`config.mk`:
```
export PLATFORM = sky130hd
export DESIGN_NAME = id_stage_v2_flat
export DESIGN_NICKNAME = d
export VERILOG_FILES = /design/src/rtl/id_stage_v2_if.sv /design/src/rtl/id_stage_v2.sv /design/src/flat_wrapper.sv
export SDC_FILE = /design/constraint.sdc
export NUM_CORES = 2
export LEC_CHECK = 0
export CAP_MARGIN = 10
export CORE_ASPECT_RATIO = 1.4
export CORE_MARGIN = 2
export CORE_UTILIZATION = 65
export CTS_BUF_LIST = sky130_fd_sc_hd__clkbuf_4
export DETAILED_ROUTE_END_ITERATION = 10
export PLACE_DENSITY = 0.85
export SYNTH_ARGS = -nofsm -noshare
export SYNTH_HDL_FRONTEND = slang
export SYNTH_SLANG_ARGS = --single-unit
export TNS_END_PERCENT = 20
```
`constraint.sdc`:
```
create_clock -name clk -period 6.9 [get_ports clk]
set_clock_uncertainty 0.2 [all_clocks]
set_input_delay 1.035 -clock clk [delete_from_list [all_inputs] [get_ports clk]]
set_output_delay 1.035 -clock clk [all_outputs]
set_load 0.03 [all_outputs]
```
`src/rtl/id_stage_v2_if.sv`:
```
// IF -> ID fetch handshake: instruction, PC and valid from IF, ready back from ID.
interface id_stage_v2_if #(
  parameter int XLEN = 32
);
  logic            if_valid;
  logic [XLEN-1:0] if_instr;
  logic [XLEN-1:0] if_pc;
  logic            if_ready;

  modport master (output if_valid, if_instr, if_pc, input if_ready);
  modport slave  (input if_valid, if_instr, if_pc, output if_ready);
endinterface

```
`src/rtl/id_stage_v2.sv`:
```
// RISC-V ID stage: IF/ID register, decoder, register file and load-use stall FSM.
// Optional macro ID_WB_BYPASS_EN forwards same-cycle writeback data to the read ports.
module id_stage_v2 #(
  parameter int XLEN     = 32,
  parameter int NREGS    = 32,
  parameter int LOAD_LAT = 1
) (
  input  logic             clk,
  input  logic             rst,
  id_stage_v2_if.slave     ifb,
  input  logic             flush,
  input  logic [4:0]       rd_ex,
  input  logic             memread_ex,
  input  logic [4:0]       rd_wb,
  input  logic             regwrite_wb,
  input  logic [XLEN-1:0]  write_data_wb,
  output logic             id_valid,
  output logic [XLEN-1:0]  id_pc,
  output logic [4:0]       rs1,
  output logic [4:0]       rs2,
  output logic [4:0]       rd,
  output logic [2:0]       funct3,
  output logic             inst30,
  output logic [10:0]      ctrl,
  output logic [XLEN-1:0]  read_data1,
  output logic [XLEN-1:0]  read_data2,
  output logic [XLEN-1:0]  immediate,
  output logic             illegal
);

  localparam int         AW      = $clog2(NREGS);
  localparam logic [5:0] NREGS_L = 6'(NREGS);

  typedef enum logic {RUN, STALL} state_t;

  typedef struct packed {
    logic       branch;
    logic       memread;
    logic       memtoreg;
    logic [1:0] aluop;
    logic       memwrite;
    logic       alusrc;
    logic       regwrite;
    logic       aluinputpc;
    logic       branchjalx;
    logic       alu2pc;
  } ctrl_t;

  state_t          state;
  logic [1:0]      cnt;
  logic            valid_q;
  logic [31:0]     instr_q;
  logic [XLEN-1:0] pc_q;
  logic [XLEN-1:0] regs [NREGS];

  logic [6:0]      opcode;
  logic [4:0]      f_rs1, f_rs2, f_rd, rs1_idx;
  logic [XLEN-1:0] imm_i, imm_s, imm_b, imm_u, imm_j, imm;
  ctrl_t           c;
  logic            known, use1, use2, wrd, is_lui;
  logic            reg_bad, illegal_raw, hazard, run_ok, wb_ok;

  assign opcode  = instr_q[6:0];
  assign f_rs1   = instr_q[19:15];
  assign f_rs2   = instr_q[24:20];
  assign f_rd    = instr_q[11:7];
  assign rs1_idx = is_lui ? 5'd0 : f_rs1;

  assign imm_i = {{(XLEN-12){instr_q[31]}}, instr_q[31:20]};
  assign imm_s = {{(XLEN-12){instr_q[31]}}, instr_q[31:25], instr_q[11:7]};
  assign imm_b = {{(XLEN-13){instr_q[31]}}, instr_q[31], instr_q[7],
                  instr_q[30:25], instr_q[11:8], 1'b0};
  assign imm_u = {{(XLEN-32){instr_q[31]}}, instr_q[31:12], 12'h000};
  assign imm_j = {{(XLEN-21){instr_q[31]}}, instr_q[31], instr_q[19:12],
                  instr_q[20], instr_q[30:21], 1'b0};

  always_comb begin
    c      = '0;
    known  = 1'b1;
    use1   = 1'b0;
    use2   = 1'b0;
    wrd    = 1'b0;
    is_lui = 1'b0;
    imm    = '0;
    case (opcode)
      7'b0110011: begin c.aluop = 2'b10; c.regwrite = 1'b1; use1 = 1'b1; use2 = 1'b1; wrd = 1'b1; end
      7'b0010011: begin c.aluop = 2'b11; c.alusrc = 1'b1; c.regwrite = 1'b1; use1 = 1'b1; wrd = 1'b1; imm = imm_i; end
      7'b0000011: begin
        c.memread = 1'b1; c.memtoreg = 1'b1; c.alusrc = 1'b1; c.regwrite = 1'b1;
        use1 = 1'b1; wrd = 1'b1; imm = imm_i;
      end
      7'b0100011: begin c.memwrite = 1'b1; c.alusrc = 1'b1; use1 = 1'b1; use2 = 1'b1; imm = imm_s; end
      7'b1100011: begin c.branch = 1'b1; c.aluop = 2'b01; use1 = 1'b1; use2 = 1'b1; imm = imm_b; end
      7'b1101111: begin
        c.branchjalx = 1'b1; c.aluinputpc = 1'b1; c.alusrc = 1'b1; c.regwrite = 1'b1;
        wrd = 1'b1; imm = imm_j;
      end
      7'b1100111: begin
        c.branchjalx = 1'b1; c.alu2pc = 1'b1; c.alusrc = 1'b1; c.regwrite = 1'b1;
        use1 = 1'b1; wrd = 1'b1; imm = imm_i;
      end
      7'b0110111: begin c.alusrc = 1'b1; c.regwrite = 1'b1; wrd = 1'b1; is_lui = 1'b1; imm = imm_u; end
      7'b0010111: begin c.aluinputpc = 1'b1; c.alusrc = 1'b1; c.regwrite = 1'b1; wrd = 1'b1; imm = imm_u; end
      default:    known = 1'b0;
    endcase
  end

  // Only indices the instruction actually uses can make it illegal on RV32E.
  assign reg_bad = (use1 && {1'b0, f_rs1} >= NREGS_L) ||
                   (use2 && {1'b0, f_rs2} >= NREGS_L) ||
                   (wrd  && {1'b0, f_rd}  >= NREGS_L);
  assign illegal_raw = !known || reg_bad;

  assign hazard = valid_q && memread_ex && (rd_ex != 5'd0) &&
                  ((use1 && rd_ex == rs1_idx) || (use2 && rd_ex == f_rs2));
  assign run_ok = valid_q && (state == RUN);

  assign ifb.if_ready = (state == RUN) && !hazard;
  assign ctrl         = (run_ok && !hazard && !illegal_raw) ? c : '0;
  assign illegal      = run_ok && illegal_raw;
  assign id_valid     = valid_q;
  assign id_pc        = pc_q;
  assign rs1          = rs1_idx;
  assign rs2          = f_rs2;
  assign rd           = f_rd;
  assign funct3       = instr_q[14:12];
  assign inst30       = instr_q[30];
  assign immediate    = imm;

  assign wb_ok = regwrite_wb && (rd_wb != 5'd0) && ({1'b0, rd_wb} < NREGS_L);

  always_comb begin
    read_data1 = '0;
    read_data2 = '0;
    if (rs1_idx != 5'd0 && {1'b0, rs1_idx} < NREGS_L) read_data1 = regs[rs1_idx[AW-1:0]];
    if (f_rs2   != 5'd0 && {1'b0, f_rs2}   < NREGS_L) read_data2 = regs[f_rs2[AW-1:0]];
`ifdef ID_WB_BYPASS_EN
    if (wb_ok && rd_wb == rs1_idx) read_data1 = write_data_wb;
    if (wb_ok && rd_wb == f_rs2)   read_data2 = write_data_wb;
`endif
  end

  always_ff @(posedge clk or negedge rst) begin
    if (!rst) begin
      for (int unsigned i = 0; i < NREGS; i++) regs[AW'(i)] <= '0;
    end else if (wb_ok) begin
      regs[rd_wb[AW-1:0]] <= write_data_wb;
    end
  end

  // Flush beats stall and capture; a stall holds the IF/ID register untouched.
  always_ff @(posedge clk or negedge rst) begin
    if (!rst) begin
      state   <= RUN;
      cnt     <= '0;
      valid_q <= 1'b0;
      pc_q    <= '0;
      instr_q <= 32'h0000_0013;
    end else if (flush) begin
      state   <= RUN;
      cnt     <= '0;
      valid_q <= 1'b0;
    end else begin
      case (state)
        RUN: begin
          if (hazard) begin
            state <= STALL;
            cnt   <= 2'(LOAD_LAT - 1);
          end else if (ifb.if_valid) begin
            instr_q <= ifb.if_instr[31:0];
            pc_q    <= ifb.if_pc;
            valid_q <= 1'b1;
          end else begin
            valid_q <= 1'b0;
          end
        end
        STALL: begin
          if (cnt == 2'd0) state <= RUN;
          else             cnt   <= cnt - 2'd1;
        end
        default: state <= RUN;
      endcase
    end
  end

endmodule

```
`src/flat_wrapper.sv`:
```
// flat-port wrapper written by rule: the top's interface ports become plain ports
module id_stage_v2_flat 
#(
  parameter int XLEN     = 32,
  parameter int NREGS    = 32,
  parameter int LOAD_LAT = 1
)
  (clk, rst, flush, rd_ex, memread_ex, rd_wb, regwrite_wb, write_data_wb, id_valid, id_pc, rs1, rs2, rd, funct3, inst30, ctrl, read_data1, read_data2, immediate, illegal, ifb_if_valid, ifb_if_instr, ifb_if_pc, ifb_if_ready);
  id_stage_v2_if #(.XLEN(XLEN)) ifb_i ();
  input  logic clk;
  input  logic rst;
  input  logic flush;
  input  logic [4:0] rd_ex;
  input  logic memread_ex;
  input  logic [4:0] rd_wb;
  input  logic regwrite_wb;
  input  logic [XLEN-1:0] write_data_wb;
  output logic id_valid;
  output logic [XLEN-1:0] id_pc;
  output logic [4:0] rs1;
  output logic [4:0] rs2;
  output logic [4:0] rd;
  output logic [2:0] funct3;
  output logic inst30;
  output logic [10:0] ctrl;
  output logic [XLEN-1:0] read_data1;
  output logic [XLEN-1:0] read_data2;
  output logic [XLEN-1:0] immediate;
  output logic illegal;
  input wire logic [$bits(ifb_i.if_valid)-1:0] ifb_if_valid;
  input wire logic [$bits(ifb_i.if_instr)-1:0] ifb_if_instr;
  input wire logic [$bits(ifb_i.if_pc)-1:0] ifb_if_pc;
  output wire logic [$bits(ifb_i.if_ready)-1:0] ifb_if_ready;
  assign ifb_i.if_valid = ifb_if_valid;
  assign ifb_i.if_instr = ifb_if_instr;
  assign ifb_i.if_pc = ifb_if_pc;
  assign ifb_if_ready = ifb_i.if_ready;
  id_stage_v2 #(.XLEN(XLEN), .NREGS(NREGS), .LOAD_LAT(LOAD_LAT)) u_core (.clk(clk), .rst(rst), .ifb(ifb_i), .flush(flush), .rd_ex(rd_ex), .memread_ex(memread_ex), .rd_wb(rd_wb), .regwrite_wb(regwrite_wb), .write_data_wb(write_data_wb), .id_valid(id_valid), .id_pc(id_pc), .rs1(rs1), .rs2(rs2), .rd(rd), .funct3(funct3), .inst30(inst30), .ctrl(ctrl), .read_data1(read_data1), .read_data2(read_data2), .immediate(immediate), .illegal(illegal));
endmodule
```
After elaboration in Yosys (flattened, before gate mapping)
Index checks and enable logic that the tools add are counted.

cells by class
  $add $sub $neg = 1
  reduce and logical (&&, ||, !) cells = 32
  magnitude comparators = 4
  multiplexer cells = 39
  eq/ne operators = 15
  bitwise gates (word level) = 6

operator list
  kind                                                                  count
  1024-bit bitwise mux                                                  1
  32-bit binary-select mux with 5-bit select                            2
  32-bit two-way mux                                                    7
  32-bit demux with 5-bit select                                        1
  32-bit one-hot mux with 5 select lines                                1
  7-bit by 6-bit == test with 1-bit output, second input constant       3
  7-bit == test, second input constant                                  3
  5-bit nonzero test                                                    4
  6-bit >= comparator, second input constant                            3
  1-bit two-way mux                                                     18
  5-bit inverter with 6-bit output                                      3
  7-bit by 5-bit == test with 1-bit output, second input constant       2
  7-bit OR reduction                                                    2
  1-bit logical AND                                                     12
  11-bit two-way mux                                                    1
  5-bit == test                                                         2
  9-bit OR reduction                                                    1
  2-bit two-way mux                                                     4
  7-bit by 2-bit == test with 1-bit output, second input constant       1
  6-bit by 1-bit < comparator with 1-bit output, second input constant  1
  2-bit one-hot mux with 3 select lines                                 1
  2-bit OR reduction                                                    3
  3-bit OR reduction                                                    2
  6-bit OR reduction                                                    1
  13 further kinds                                                      18

word-level totals
  logic and storage cells = 134
  input bits = 112
  flip-flop bits (word level) = 1092

Logic depth before layout (Yosys ltp)
  depth in word-level cells = 11
  depth in mapped cells = 11

Worst setup path after synthesis
No wires, ideal clock.

  path kind = in2out
  from = in rd_ex[2]
  to = out ctrl[9]
  arrival time = 2823 ps
  stages on the path = 7
  slack = 2842 ps
  cells stage by stage = xnor2_1 > nand4_1 > nor4_1 > a31oi_2 > o211ai_1 > nor2_1 > buf_4

on the way
  longest elaborated chain between the ends = 8
  elaborated cells between the ends (all ways) = 12

RTL lines
  item                              RTL line            text
  from (decl)                       flat_wrapper.sv:13  input logic [4:0] rd_ex;
  5-bit == test                     id_stage_v2.sv:115  ((use1 && rd_ex == rs1_idx) || (use2 && rd_ex == f_rs2));
  1-bit logical AND                 id_stage_v2.sv:115
  1-bit logical OR                  id_stage_v2.sv:115
  1-bit logical AND *               id_stage_v2.sv:114  assign hazard = valid_q && memread_ex && (rd_ex != 5'd0) &&
  1-bit zero test *                 id_stage_v2.sv:119  assign ctrl = (run_ok && !hazard && !illegal_raw) ? c : '0;
  1-bit logical AND * (2 in a row)  id_stage_v2.sv:119
  11-bit two-way mux *              id_stage_v2.sv:119
  to (decl)                         flat_wrapper.sv:25  output logic [10:0] ctrl;

Every way passes the cells marked *; elsewhere a longest branch is shown, timed or not.

Worst setup path after layout
  from = reg u_core.instr_q[20]
  to = out read_data2[21]

on the way
  longest elaborated chain between the ends = 5
  elaborated cells between the ends (all ways) = 6

RTL lines
  item                                                    RTL line            text
  from (decl)                                             id_stage_v2.sv:52   logic [31:0] instr_q;
  from (signal assigned)                                  id_stage_v2.sv:170  instr_q <= ifb.if_instr[31:0];
  5-bit inverter with 6-bit output (implied by the code)  id_stage_v2.sv:136  if (f_rs2 != 5'd0 && {1'b0, f_rs2} < NREGS_L) read_data2 = regs[f_rs2[AW-1:0]];
  32-bit binary-select mux with 5-bit select              id_stage_v2.sv:136
  32-bit two-way mux (implied by the code) (2 in a row)   id_stage_v2.sv:136
  32-bit two-way mux *                                    id_stage_v2.sv:136
  to (decl)                                               flat_wrapper.sv:27  output logic [XLEN-1:0] read_data2;

Every way passes the cells marked *; elsewhere a longest branch is shown, timed or not. The select of a mux whose other input is x is not followed.

==> impl_metrics.csv <==
group,metric,value,unit
power_and_ir_drop,power_switching_share,34.2,%
detailed_routing,drc_errors,0,
power_and_ir_drop,leakage,29.2,nW
clock_tree,numCtsBuffers,286,
timing,fin_crit,6730,ps
global_routing,grt_pass1_wl,284000,um
cells_and_area,num-nets-final,5026,
global_routing,grtUsageTotal,40.1,%
timing,finalMaxSlewViolations,0,
placement,dp_hpwl,111000,um
synthesis,synth-edff-count,0,
synthesis,netlist_instances,4811,
power_and_ir_drop,pwr-share-seq,42.9,%
detailed_routing,wl_per_cell,30.2,um
synthesis,yosys_most_used_dff,"dfrtp_1",
power_and_ir_drop,p_total,20.3,mW
clock_tree,clk_path_buf_depth,4,
power_and_ir_drop,comb_power_share,31.0,%
worst_setup_path,slowest_stage,"dfrtp_4",
cells_and_area,syn2layout_area_growth,10.7,%
power_and_ir_drop,ir_drop,0.266,mV
cells_and_area,seq_area,27400,um^2
worst_setup_path,crit_top_cell,"mux4_2",
timing,holdWs,204,ps
synthesis,synth_top_area_share,45.2,%
synthesis,synth_top_area_cell,"dfrtp_1",
cells_and_area,fin_area,66800,um^2
worst_setup_path,path_buf_inv,2,
clock_tree,cts_tree,"done",
power_and_ir_drop,intPower,13.4,mW
detailed_routing,ant_nets,0,
synthesis,synth_seq_cells,1092,
clock_tree,clock_latency,1140,ps
timing,max_slew_margin,14.4,%
timing,fin_ws,171,ps
floorplan,die-area,95300,um^2
global_routing,grt_pass1_vias,46500,
timing,rsz0062_at_grt,"false",
detailed_routing,via_per_inst,7.22,
job,cap_violations,0,
global_routing,antenna_found_initial,16,
worst_setup_path,critPathMaxStageDelay,930,ps
timing,finalHoldViolations,0,
timing,finalSetupViolCount,0,
placement,place_area,63500,um^2
worst_setup_path,crit_family,"multiplexers",
worst_setup_path,crit_required,5660,ps
clock_tree,postCtsSetupRepairBufs,0,
worst_setup_path,cp-start-kind,"flop",
synthesis,synth_area_per_cell,12.5,um^2
worst_setup_path,worstPathMaxFanout,34,
synthesis,ys_seq_area_share,45.3,%
synthesis,async_reset_ff_share,100,%
worst_hold_path,min_path_type,"reg -> reg",
detailed_routing,first_pass_iters,6,
synthesis,synth_nets,4924,
cells_and_area,final_layout_size_suffix_gt1_share,38.4,%
synthesis,synthTopCellsByArea,"dfrtp_1 45%, mux2_2 20%, mux4_2 12%, mux2i_1 3.7%, clkbuf_1 2.5%",
floorplan,design.core.area,92300,um^2
global_routing,overflow,0,
timing,max_freq,149,MHz
worst_setup_path,reg2reg_slack,2720,ps
run_status,status,"finished clean",
global_routing,grt_max_degree,181,
clock_tree,clock-sinks,1092,
floorplan,die_w,261,um
worst_setup_path,cp.arrival,5490,ps
worst_setup_path,worstSetupPathType,"reg -> out",
worst_setup_path,path_cells,"buf_4 -> mux4_2 -> mux4_2 -> mux2i_1 -> nor2_1 -> clkdlybuf4s50_1",
synthesis,syn_area,60300,um^2
floorplan,start_util,65.3,%
timing,fin_crit_sh,97.5,%
placement,portBuffers,272,
cells_and_area,multi_input_area,30800,um^2
worst_setup_path,cp-end-kind,"primary output",
power_and_ir_drop,switching_power,6.94,mW
timing,fin_tns_setup,0,ps
cells_and_area,fin_cells,6287,
detailed_routing,vias,45400,
power_and_ir_drop,powerDensity,304,nW/um^2
clock_tree,root_buffer,"clkbuf_4",
placement,dp.cells,5829,
timing,worst_slew_pin_slew,1280,ps
floorplan,die_h,364,um
placement,preCtsSetupSlack,1650,ps
synthesis,ys_warn_count,0,
clock_tree,htreeDepth,5,
power_and_ir_drop,power_frac_clock,26.0,%
detailed_routing,drt_iter0_drc,6260,
floorplan,rows,132,
clock_tree,clk_pin_slew_worst_paths,70,ps
detailed_routing,routed_wl,190000,um
floorplan,pin_count,273,
synthesis,ys_types,61,
cells_and_area,utilization,72.3,%
cells_and_area,final.fill_count,5994,
placement,routabilityCongestion,0.905,
power groups by stage:
| stage | combinational (mW) | clock [mW] | sequential [mW] |
|---|---|---|---|
| 6_report | 6.30 | 5.28 | 8.71 |
| 5_1_grt | 6.63 | 5.67 | 8.83 |
| 4_1_cts | 6.23 | 5.33 | 8.65 |
| 3_5_place_dp | 6.20 | 0 | 8.77 |
| 3_3_place_gp | 6.03 | 0 | 8.65 |
| 2_1_floorplan | 4.46 | 0 | 8.35 |
cells in the mapped netlist, types with 11 or more instances:
master and number:
nand2_1 153, nand2b_1 67, mux2_2 1064, buf_4 15
nand3_1 36, buf_2 46, a21o_1 22, a2bb2oi_1 32
nor2b_1 92, a31oi_1 33, o32ai_1 31, clkbuf_1 395
a211oi_1 184, nor2_1 227, o2bb2ai_1 93, inv_1 40
o21ai_0 101, o31ai_1 32, mux2_1 25, o22ai_1 125
a21oi_1 168, nor3_1 11, dfrtp_1 1089, buf_1 95
mux4_2 327, mux2i_1 221
registers in the layout, summed over array words and instances, names as in the netlist:
| register | flops |
|---|---|
| u_core.cnt | 2 |
| u_core.id_pc | 32 |
| u_core.id_valid | 1 |
| u_core.instr_q | 32 |
| u_core.regs | 1024 |
| u_core.state | 1 |
final timing paths:
path                                       to                from  depth (start not counted)
max in group asynchronous    u_core.regs[736]                 rst                          4
setup / recovery               read_data2[21]  u_core.instr_q[20]                          6
setup reg to reg           u_core.instr_q[20]  u_core.instr_q[20]                          8
hold reg to reg             u_core.regs[1022]   u_core.regs[1022]                          0
min in group asynchronous     u_core.id_pc[0]                 rst                          2
hold / removal              u_core.regs[1022]   u_core.regs[1022]                          0
layout by cell type, fill, tap and decap left out, drive strengths merged, types with 67 or more instances in the layout:
master and count:
a211oi 184, a21oi 168, buf 99, clkbuf 388, clkdlybuf4s50 271, dfrtp 1089
mux2 1089, mux2i 221, mux4 327, nand2 153, nand2b 67, nor2 228
nor2b 92, o21ai 104, o22ai 125, o2bb2ai 93
logic make-up (layout without fill, tap and decap cells):
group | count (synthesis) | count (layout) | synth area share (%)
buf+inv | 597 | 858 | 3.98
compound gates | 843 | 843 | 9.41
other cells | 0 | 9 | 0
fa+ha+maj | 1 | 1 | 0.0207
xor+xnor | 9 | 9 | 0.131
flops | 1092 | 1092 | 45.3
simple gates | 632 | 632 | 4.96
mux | 1637 | 1637 | 36.2
layer usage:
layer | vias up | part of all wire [%] | GRT usage, %
met4 | 16 | 7.2 | 28.0
met5 | - | 0.049 | 0
li1 | 18300 | - | -
met1 | 22900 | 34 | 49.2
met2 | 3356 | 46 | 61.0
met3 | 851 | 13 | 12.1
timing repair:
action | 4_1_cts | 5_1_grt
hold endpoints to repair | 87 | 0
resized for setup | 0 | 0
hold buffers | 1 | 0
cell type report:
class	instances	share of cell area, %
multi-input combinational	3122	46.1
sequential	1092	41.0
timing repair buffer	371	5.61
clock buffer	388	4.36
tap	1206	2.26
clock inverter	59	0.382
inverter	40	0.232
antenna	9	0.0337
(Power assumes the default switching activity.)
